[config.mk]
export PLATFORM = sky130hd
export DESIGN_NAME = call_ret_seq
export DESIGN_NICKNAME = d
export VERILOG_FILES = /design/src/rtl/call_ret_seq_pkg.sv /design/src/rtl/call_ret_seq.sv
export SDC_FILE = /design/constraint.sdc
export NUM_CORES = 1
export LEC_CHECK = 0
export CAP_MARGIN = 20
export CELL_PAD_IN_SITES_DETAIL_PLACEMENT = 0
export CELL_PAD_IN_SITES_GLOBAL_PLACEMENT = 1
export CORE_UTILIZATION = 32
export CTS_CLUSTER_SIZE = 8
export DETAILED_ROUTE_END_ITERATION = 16
export MAX_ROUTING_LAYER = met4
export PLACE_DENSITY = 0.86
export SLEW_MARGIN = 20
export SYNTH_ARGS = -nofsm -noshare
export SYNTH_HDL_FRONTEND = slang
export SYNTH_SLANG_ARGS = --single-unit
export TNS_END_PERCENT = 1
[constraint.sdc]
create_clock -name clk -period 5.1 [get_ports clk]
set_clock_uncertainty 0.1 [all_clocks]
set_input_delay 0.765 -clock clk [delete_from_list [all_inputs] [get_ports clk]]
set_output_delay 0.765 -clock clk [all_outputs]
set_load 0.01 [all_outputs]
[src/rtl/call_ret_seq_pkg.sv]
// ---------------------------------------------------------------------------
// ctrlpim_seq_pkg
//   Shared types for the CtrlPIM program sequencer.
//   seq_op_t    : decoded control opcodes (5 and 6 are illegal)
//   seq_state_t : sequencer states
//   fault_t     : sticky fault codes reported on fault_code
// ---------------------------------------------------------------------------
package ctrlpim_seq_pkg;

  typedef enum logic [2:0] {
    OP_NOP  = 3'd0,
    OP_JMP  = 3'd1,
    OP_BRZ  = 3'd2,
    OP_CALL = 3'd3,
    OP_RET  = 3'd4,
    OP_HALT = 3'd7
  } seq_op_t;

  typedef enum logic [1:0] {
    ST_RUN      = 2'd0,
    ST_RET_WAIT = 2'd1,
    ST_HALT     = 2'd2,
    ST_FAULT    = 2'd3
  } seq_state_t;

  typedef enum logic [1:0] {
    FC_NONE      = 2'd0,
    FC_OVERFLOW  = 2'd1,
    FC_UNDERFLOW = 2'd2,
    FC_ILLEGAL   = 2'd3
  } fault_t;

endpackage

[src/rtl/call_ret_seq.sv]
// ---------------------------------------------------------------------------
// call_ret_seq
//   Program sequencer for the CtrlPIM controller. Accepts decoded control
//   ops, keeps the program counter and drives the external return-address
//   stack (push/pop/d), consuming its q/full/empty. Call overflow, return
//   underflow and illegal ops put the sequencer into a sticky FAULT state.
//
// Ports
//   clk, reset            clock, synchronous active-high reset
//   instr_valid/ready     op handshake; ready only in RUN
//   instr_op              seq_op_t opcode
//   instr_target          jump / branch / call target
//   cond_zero             BRZ condition, sampled at accept
//   pc                    current program counter
//   stk_push/pop/d        stack strobes and return address (combinational)
//   stk_q/full/empty      stack read data (valid cycle after pop) and flags
//   depth                 local call depth (debug)
//   halted, fault         terminal-state indicators
//   fault_code            fault_t reason, held until reset
// ---------------------------------------------------------------------------
module call_ret_seq
  import ctrlpim_seq_pkg::*;
#(
  parameter int WIDTH     = 16,
  parameter int RESET_PC  = 0,
  parameter int MAX_DEPTH = 16
) (
  input  logic                           clk,
  input  logic                           reset,
  input  logic                           instr_valid,
  output logic                           instr_ready,
  input  logic [2:0]                     instr_op,
  input  logic [WIDTH-1:0]               instr_target,
  input  logic                           cond_zero,
  output logic [WIDTH-1:0]               pc,
  output logic                           stk_push,
  output logic                           stk_pop,
  output logic [WIDTH-1:0]               stk_d,
  input  logic [WIDTH-1:0]               stk_q,
  input  logic                           stk_full,
  input  logic                           stk_empty,
  output logic [$clog2(MAX_DEPTH+1)-1:0] depth,
  output logic                           halted,
  output logic                           fault,
  output logic [1:0]                     fault_code
);

  localparam int DW = $clog2(MAX_DEPTH + 1);
  localparam logic [DW-1:0]    MAX_D    = DW'(MAX_DEPTH);
  localparam logic [WIDTH-1:0] PC_RESET = WIDTH'(RESET_PC);

  seq_state_t       state_reg, state_next;
  logic [WIDTH-1:0] pc_reg, pc_next;
  logic [DW-1:0]    depth_reg, depth_next;
  fault_t           fault_code_reg, fault_code_next;
  logic [WIDTH-1:0] pc_inc;

  assign pc_inc = pc_reg + 1'b1;  // wraps naturally at 2^WIDTH-1

  always_ff @(posedge clk) begin
    if (reset) begin
      state_reg      <= ST_RUN;
      pc_reg         <= PC_RESET;
      depth_reg      <= '0;
      fault_code_reg <= FC_NONE;
    end else begin
      state_reg      <= state_next;
      pc_reg         <= pc_next;
      depth_reg      <= depth_next;
      fault_code_reg <= fault_code_next;
    end
  end

  always_comb begin
    state_next      = state_reg;
    pc_next         = pc_reg;
    depth_next      = depth_reg;
    fault_code_next = fault_code_reg;
    stk_push        = 1'b0;
    stk_pop         = 1'b0;
    stk_d           = '0;

    unique case (state_reg)
      ST_RUN: begin
        if (instr_valid) begin
          case (instr_op)
            OP_NOP: pc_next = pc_inc;
            OP_JMP: pc_next = instr_target;
            OP_BRZ: pc_next = cond_zero ? instr_target : pc_inc;
            OP_CALL: begin
              // The stack flag and the local counter must both allow the
              // push; any disagreement is treated as an overflow.
              if (!stk_full && (depth_reg < MAX_D)) begin
                stk_push   = 1'b1;
                stk_d      = pc_inc;
                pc_next    = instr_target;
                depth_next = depth_reg + 1'b1;
              end else begin
                state_next      = ST_FAULT;
                fault_code_next = FC_OVERFLOW;
              end
            end
            OP_RET: begin
              if (!stk_empty && (depth_reg != '0)) begin
                stk_pop    = 1'b1;
                depth_next = depth_reg - 1'b1;
                state_next = ST_RET_WAIT;
              end else begin
                state_next      = ST_FAULT;
                fault_code_next = FC_UNDERFLOW;
              end
            end
            OP_HALT: state_next = ST_HALT;
            default: begin
              state_next      = ST_FAULT;
              fault_code_next = FC_ILLEGAL;
            end
          endcase
        end
      end
      // Stack read data arrives one cycle after the pop strobe.
      ST_RET_WAIT: begin
        pc_next    = stk_q;
        state_next = ST_RUN;
      end
      default: ;  // HALT and FAULT hold everything until reset
    endcase
  end

  assign instr_ready = (state_reg == ST_RUN);
  assign pc          = pc_reg;
  assign depth       = depth_reg;
  assign halted      = (state_reg == ST_HALT);
  assign fault       = (state_reg == ST_FAULT);
  assign fault_code  = fault_code_reg;

endmodule

==> results of run 1 <==
==> cells in the final DEF (no fill, tap or decap), types with 7 or more instances in the layout <==
cell and n:
xor2_1 7, dfxtp_1 25, xnor2_1 11, nor3_1 10, a211oi_1 9, clkdlybuf4s50_1 84
o21ai_0 8, nor2_1 53, nand3_1 12, a21oi_1 8, nand2_1 17
==> final timing paths <==
kind                               from                          to  slack [ns]
max                         instr_op[2]                     stk_pop        1.34
min          fault_code[1]$_SDFFE_PP0P_  fault_code[1]$_SDFFE_PP0P_        0.42
max reg2reg   state_reg[1]$_SDFFE_PP0P_         pc[12]$_SDFFE_PP0P_        2.89
min reg2reg  fault_code[1]$_SDFFE_PP0P_  fault_code[1]$_SDFFE_PP0P_        0.42
==> logic make-up after synthesis <==
group	count (synthesis)
AND/OR/NAND/NOR	127
AO/OA/AOI/OAI	63
flip-flops	25
buffers and inverters	21
XOR/XNOR	18
adder cells (fa/ha/maj)	5
multiplexers	3
==> routing by layer <==
metal / global-route usage, % / vias up / part of all wire, %
li1: - / 1099 / -
met1: 26.62 / 983 / 47
met2: 32.00 / 79 / 46
met3: 3.708 / 2 / 6.8
met4: 3.929 / 0 / 0.38
met5: - / - / 0
==> cell type report <==
type | instances | area share, %
clock buffer | 4 | 1.543
sequential | 25 | 17.15
inverter | 3 | 0.3858
tap | 75 | 3.215
timing repair buffer | 86 | 29.32
multi-input combinational | 216 | 48.39
==> power breakdown <==
group          total, mW  switching, mW  internal, mW
logic              0.150         0.0685        0.0817
clock network      0.127         0.0711        0.0561
registers          0.226         0.0199         0.206
total              0.504          0.159         0.344
==> tightest hold or removal path, stage by stage, from the launching register on <==
cell and delay, ns:
dfxtp_1 0.35, a32oi_1 0.06, nor2_1 0.08
==> stage by stage <==
step / utilization (%) / cell area, sq um
floorplan: - / 2016
global placement: 47.97 / 2874
detailed placement: 47.97 / 2874
CTS: 48.73 / 2919
global route: 48.73 / 2919
finish: 48.73 / 2919
==> metrics.cfg, run 1 <==
[sta]
rsz0062_at_grt = false
fin_tns_setup_ns = 0
timing.final.hold_violations = 0
worst_slew_pin_slew_ns = 0.8499
slew_headroom_pct = 43.34
fmax_mhz = 266.2
fin_crit_sh_pct = 73.65
setup_viol = 0
setup_ws_ns = 1.344
holdWs_ns = 0.4202
fin_crit_ns = 3.756
drv_slew = 0

[worst_setup_path]
cp_slowest_cell = clkdlybuf4s50_1
path_class = in -> out
critPathMostFrequentCell = clkdlybuf4s50_1
reg2reg_depth = 5
path_max_fanout = 10
max_stage_delay_ns = 0.65
critPathTopFamily = buffers and inverters
crit_chain = clkdlybuf4s50_1, nor3b_2, o211ai_4, nor2_1, clkdlybuf4s50_1
crit_path_start_kind = input port
cp_num_buf_inv = 2
cp.required_ns = 4.24
cp.depth = 5
cp-end-kind = output pin
worstPathArrival_ns = 2.89

[final_layout]
seq_area_sq_um = 500.5
layout-drive-gt1-share_pct = 6.886
final_cells = 409
largest_reg_flops = 16
fillCellCount = 599
multi_input_area_sq_um = 1413
diodes = 0
syn2layout_area_growth_pct = 44.82
layout.nets = 381

[grt]
grt_max_degree = 30
grt_pass1_vias = 1980
antenna_found_initial = 0
grt_pass1_wl_mm = 9.956
grt-ovfl-total = 0
grt_usage_pct = 20.17

[worst_hold_path]
whs_path_depth = 2
hold_path_class = reg -> reg

[yosys]
synth_top_cell_area_share_pct = 24.83
synth_top_cells_by_count = nor2_1, dfxtp_1, nand2_1
synth.area.mux_share_pct = 1.490
synth_area_per_cell_sq_um = 7.693
syn_inst = 262
synth_area_sq_um = 2016
synth_nets = 308
synth_top_family_by_area = simple AND/OR/NAND/NOR gates
yosysTopAreaCell = dfxtp_1
synth_compound_area_share_pct = 25.26
synth_top_cells_by_area = dfxtp_1, nor2_1, xnor2_1
synthAdderAreaFrac_pct = 3.476
synth-seq-cells = 25
async_flop_share_pct = 0
synth_simple_gate_area_share_pct = 32.03
synth_ff_type = dfxtp_1
synth_edf_count = 0
yosysWarnings = 0
synth_cell_types = 62
seq_area_frac_synth_pct = 24.83
synth_xor_area_share_pct = 7.821
yosysMostFrequentCell = nor2_1

[run]
max-cap-violations = 0

[power]
ir_worst_vdd_mv = 0.09484
leakage_nw = 0.9919
power_density_nw_per_um2 = 172.5
power.total_mw = 0.5036

[place]
place_congestion = 0.8891
hpwl_mm = 4.557
port_buffers = 84
dpl_worst_slack_ns = 1.374
dp_cells = 405

[cts]
cts_made_buffers = 3
numClockSinks = 25
post_cts_resized = 0
clock_latency_ns = 0.28
cts_tree = done
clk_pin_slew_ns = 0.10
htree_levels = 1
postCtsHoldBufs = 0
clockBufferDepth = 2
cts_root_buffer = clkbuf_8
post_cts_buffers = 0

[floorplan]
core_sq_um = 5991
dieWidth_um = 81.37
io_pins = 85
num_rows = 28
die_h_um = 81.37
die_area_sq_um = 6620
start_util_pct = 33.65

[routing]
drt-initial-drc-count = 151
via_per_inst = 5.289
drt-total-wl_mm = 6.342
vias = 2163
wl_per_cell_um = 15.51
final_antenna_net_count = 0
drc_errors = 0
first_pass_iters = 4

[run_status]
outcome = finished, final reports clean

Note: power is estimated with default switching activity, not from simulation.
==> run 2, diff against run 1 <==
Settings changed: CORE_UTILIZATION 32 to 27, PLACE_DENSITY 0.86 to 0.78.
Clock period 5.1 ns to 3.2 ns, I/O delays scaled along.
==> metrics.cfg, run 2 (synthesis results as in run 1) <==
[sta]
timing.final.hold_violations = 0
fmax_mhz = 337.3
setup_viol = 0
setup_ws_ns = 0.2357
slew_headroom_pct = 73.74
worst_slew_pin_slew_ns = 0.3934
fin_crit_sh_pct = 92.64
fin_tns_setup_ns = 0
rsz0062_at_grt = false
drv_slew = 0
fin_crit_ns = 2.964

[cts]
clk_pin_slew_ns = 0.10
post_cts_buffers = 0
clockBufferDepth = 2
cts_tree = done
numClockSinks = 25
clock_latency_ns = 0.28
htree_levels = 1
postCtsHoldBufs = 0
cts_root_buffer = clkbuf_8
cts_made_buffers = 3

[floorplan]
core_sq_um = 7253
start_util_pct = 27.79
dieWidth_um = 88.41
num_rows = 31
die_area_sq_um = 7815
die_h_um = 88.41
io_pins = 85

[routing]
vias = 2264
final_antenna_net_count = 0
via_per_inst = 5.134
drt-total-wl_mm = 6.824
drc_errors = 2
first_pass_iters = 10
drt-initial-drc-count = 112
wl_per_cell_um = 15.47

[worst_setup_path]
cp-end-kind = output pin
worstPathArrival_ns = 2.38
critPathTopFamily = simple AND/OR/NAND/NOR gates
cp.required_ns = 2.62
cp.depth = 7
cp_num_buf_inv = 1
max_stage_delay_ns = 0.53
path_max_fanout = 7
cp_slowest_cell = clkdlybuf4s50_1
crit_chain = ha_1, and2_1, nand4_1, nor2_1, xnor2_1, nor2_1, clkdlybuf4s50_1
path_class = reg -> out
critPathMostFrequentCell = nor2_1
crit_path_start_kind = register
reg2reg_depth = 6

[grt]
grt_max_degree = 22
antenna_found_initial = 0
grt_usage_pct = 18.15
grt_pass1_vias = 2154
grt-ovfl-total = 0
grt_pass1_wl_mm = 10.71

[final_layout]
fillCellCount = 754
syn2layout_area_growth_pct = 49.35
layout.nets = 389
largest_reg_flops = 16
mostFrequentLayoutCells = clkdlybuf4s50_1, nor2_1, dfxtp_1, nand2_1, nand3_1
final_common_cell = clkdlybuf4s50_1
layout-drive-gt1-share_pct = 9.357
diodes = 0

[run]
max-cap-violations = 0

[place]
port_buffers = 84
dpl_worst_slack_ns = 0.3359
place_congestion = 0.8521
hpwl_mm = 5.083

[power]
seqPwrFrac_pct = 44.1
p_sw_share_pct = 32.13
power_density_nw_per_um2 = 271.9
power.clock.fraction_pct = 25.2
p_sw_mw = 0.2629
intPower_mw = 0.5555
power_frac_comb_pct = 30.7
ir_worst_vdd_mv = 0.1459
leakage_nw = 1.030

[worst_hold_path]
whs_path_depth = 2
hold_path_class = reg -> reg

[run_status]
outcome = finished, violations left
violations = design-rule violations

run 2: cell count changes in the layout (fill, tap and decap cells not counted), sizes merged:
| cell | delta |
|---|---|
| buf | +8 |
run 2: path summary, 6_finish.rpt:
kind	to	slack [ns]	start
worst max-delay path	stk_d[14]	0.24	pc[1]$_SDFFE_PP0P_
worst min-delay path	fault_code[1]$_SDFFE_PP0P_	0.41	fault_code[1]$_SDFFE_PP0P_
worst max register to register	pc[12]$_SDFFE_PP0P_	1.26	pc[1]$_SDFFE_PP0P_
worst min register to register	fault_code[1]$_SDFFE_PP0P_	0.41	fault_code[1]$_SDFFE_PP0P_
run 2: what timing repair did:
action / in CTS / in global routing
hold endpoints to repair: 0 / 0
resized for setup: 0 / 1
endpoints found under the setup margin: 0 / 1
run 2: final cells by class:
class	instances	area, sq um	share of cell area, %
inverters	3	11.26	0.3741
well taps	99	123.9	4.115
flip-flops and latches	25	501.7	16.67
clock buffers	4	45.04	1.496
repair buffers	94	915.9	30.42
multi-input cells	216	1413	46.92
run 2: power groups by stage:
stage	Combinational [mW]	Clock (mW)	Sequential (mW)
after floorplan	0.125	0	0.363
after global placement	0.249	0	0.367
after detailed placement	0.251	0	0.367
after CTS	0.252	0.212	0.360
after global routing	0.271	0.222	0.365
final	0.251	0.206	0.361
run 2: through the flow:
stage / cell area, sq um / hold WS [ns] / std cells / power (mW) / utilization [%]
global placement: 2964 / 0.3893 / 437 / 0.6160 / 40.87
floorplan: 2016 / 0.4185 / 262 / 0.4884 / -
CTS: 3009 / 0.4145 / 441 / 0.8245 / 41.49
finish: 3010 / 0.4093 / 441 / 0.8184 / 41.50
global route: 3010 / 0.4332 / 441 / 0.8580 / 41.50
detailed placement: 2964 / 0.3875 / 437 / 0.6182 / 40.87
run 2: worst reg2reg max path: cells and delay by family (launching register included):
| kind | cells | cell delay [ns] |
|---|---|---|
| compound gates | 3 | 0.61 |
| fa+ha+maj | 1 | 0.31 |
| flops | 1 | 0.47 |
| simple gates | 2 | 0.36 |
run 2: routing by layer:
| layer | part of all wire, % | global-route usage, % | routed length, um | vias up |
|---|---|---|---|---|
| met5 | 0 | - | 0 | - |
| met4 | 1.5 | 5.425 | 101 | 0 |
| met3 | 6.4 | 1.866 | 439 | 13 |
| met2 | 46 | 29.86 | 3134 | 81 |
| met1 | 46 | 23.45 | 3148 | 1059 |
| li1 | - | - | - | 1111 |
==> run 3, diff against run 2 <==
Settings changed: MAX_ROUTING_LAYER met4 to not set.
==> metrics.cfg, run 3 (synthesis results as in run 1) <==
[run_status]
outcome = finished, violations left
violations = design-rule violations

[cts]
clk_pin_slew_ns = 0.10
post_cts_buffers = 0
postCtsHoldBufs = 0
clock_latency_ns = 0.28
htree_levels = 1
numClockSinks = 25
clockBufferDepth = 2
cts_made_buffers = 3
cts_root_buffer = clkbuf_8
cts_tree = done
post_cts_resized = 0

[sta]
rsz0062_at_grt = false
worst_slew_pin_slew_ns = 0.3991
fin_crit_sh_pct = 93.05
setup_viol = 0
drv_slew = 0
timing.final.hold_violations = 0
setup_ws_ns = 0.2226
fin_crit_ns = 2.977
fin_tns_setup_ns = 0
fmax_mhz = 335.9
slew_headroom_pct = 73.36

[floorplan]
core_sq_um = 7253
io_pins = 85
dieWidth_um = 88.41
die_area_sq_um = 7815
die_h_um = 88.41
start_util_pct = 27.79
num_rows = 31

[power]
power_density_nw_per_um2 = 271.8
leakage_nw = 1.030
ir_worst_vdd_mv = 0.1464

[grt]
grt_pass1_wl_mm = 10.72
grt_pass1_vias = 2150
grt-ovfl-total = 0
grt_usage_pct = 17.60
grt_max_degree = 22
antenna_found_initial = 0

[worst_setup_path]
path_class = reg -> out
crit_path_start_kind = register
critPathMostFrequentCell = nor2_1
cp-end-kind = output pin
path_max_fanout = 8
cp_slowest_cell = clkdlybuf4s50_1
max_stage_delay_ns = 0.54
cp_num_buf_inv = 1
worstPathArrival_ns = 2.40
cp.required_ns = 2.62
crit_chain = and4_1, nand4_1, nor2_1, xnor2_1, nor2_1, clkdlybuf4s50_1
critPathTopFamily = simple AND/OR/NAND/NOR gates

[routing]
final_antenna_net_count = 0
wl_per_cell_um = 15.44
via_per_inst = 5.127
drt-initial-drc-count = 107
drt-total-wl_mm = 6.811
vias = 2261
first_pass_iters = 10
drc_errors = 2

[final_layout]
seq_area_sq_um = 501.7
syn2layout_area_growth_pct = 49.35
layout.nets = 389
layout-drive-gt1-share_pct = 9.357
diodes = 0
fillCellCount = 754
final_common_cell = clkdlybuf4s50_1
mostFrequentLayoutCells = clkdlybuf4s50_1, nor2_1, dfxtp_1, nand2_1, nand3_1
largest_reg_flops = 16
multi_input_area_sq_um = 1413

[worst_hold_path]
hold_path_class = reg -> reg

[place]
place_congestion = 0.8390
port_buffers = 84
dpl_worst_slack_ns = 0.3359
hpwl_mm = 5.083

[run]
max-cap-violations = 0

-- run 3: cell counts in the layout (fill, tap and decap cells not counted) --
Identical to the previous run, type by type.
-- run 3: worst register-to-register path, cell delays in order (launching register included) --
cell       delay, ns
dfxtp_1         0.48
ha_1            0.31
and3_1          0.20
nand4_2         0.15
a21oi_2         0.17
o22ai_1         0.10
a2111oi_2       0.35
-- run 3: layer usage --
layer  GRT usage, %  vias up  part of all wire (%)
met5              0        -                     0
met4          5.425        0                   1.5
met3          1.959       11                   6.9
met2          29.79       85                    46
met1          23.45     1051                    45
li1               -     1114                     -
-- run 3: final timing paths --
kind | from | cells past startpoint | slack [ns] | endpoint
worst max-delay path | pc[2]$_SDFFE_PP0P_ | 6 | 0.22 | stk_d[15]
worst min-delay path | fault_code[1]$_SDFFE_PP0P_ | 2 | 0.41 | fault_code[1]$_SDFFE_PP0P_
worst max register to register | pc[1]$_SDFFE_PP0P_ | 6 | 1.26 | pc[12]$_SDFFE_PP0P_
worst min register to register | fault_code[1]$_SDFFE_PP0P_ | 2 | 0.41 | fault_code[1]$_SDFFE_PP0P_
-- run 3: final cells by class --
cell class | instances | area share (%)
clock buffer | 4 | 1.496
inverter | 3 | 0.3741
multi-input combinational | 216 | 46.92
sequential | 25 | 16.67
tap | 99 | 4.115
timing repair buffer | 94 | 30.42
-- run 3: where the power goes --
part	total [mW]	internal, mW	switching (mW)	leakage, nW
clock	0.206	0.0896	0.116	0.0228
combinational	0.251	0.137	0.114	0.803
sequential	0.361	0.329	0.0321	0.204
-- run 3: through the flow --
stage               hold WS (ns)  instance area, sq um  instances  utilization [%]  power, mW
global route              0.4332                  3010        441            41.50     0.8580
global placement          0.3893                  2964        437            40.87     0.6160
detailed placement        0.3875                  2964        437            40.87     0.6182
CTS                       0.4145                  3009        441            41.49     0.8245
floorplan                 0.4185                  2016        262                -     0.4884
finish                    0.4094                  3010        441            41.50     0.8181
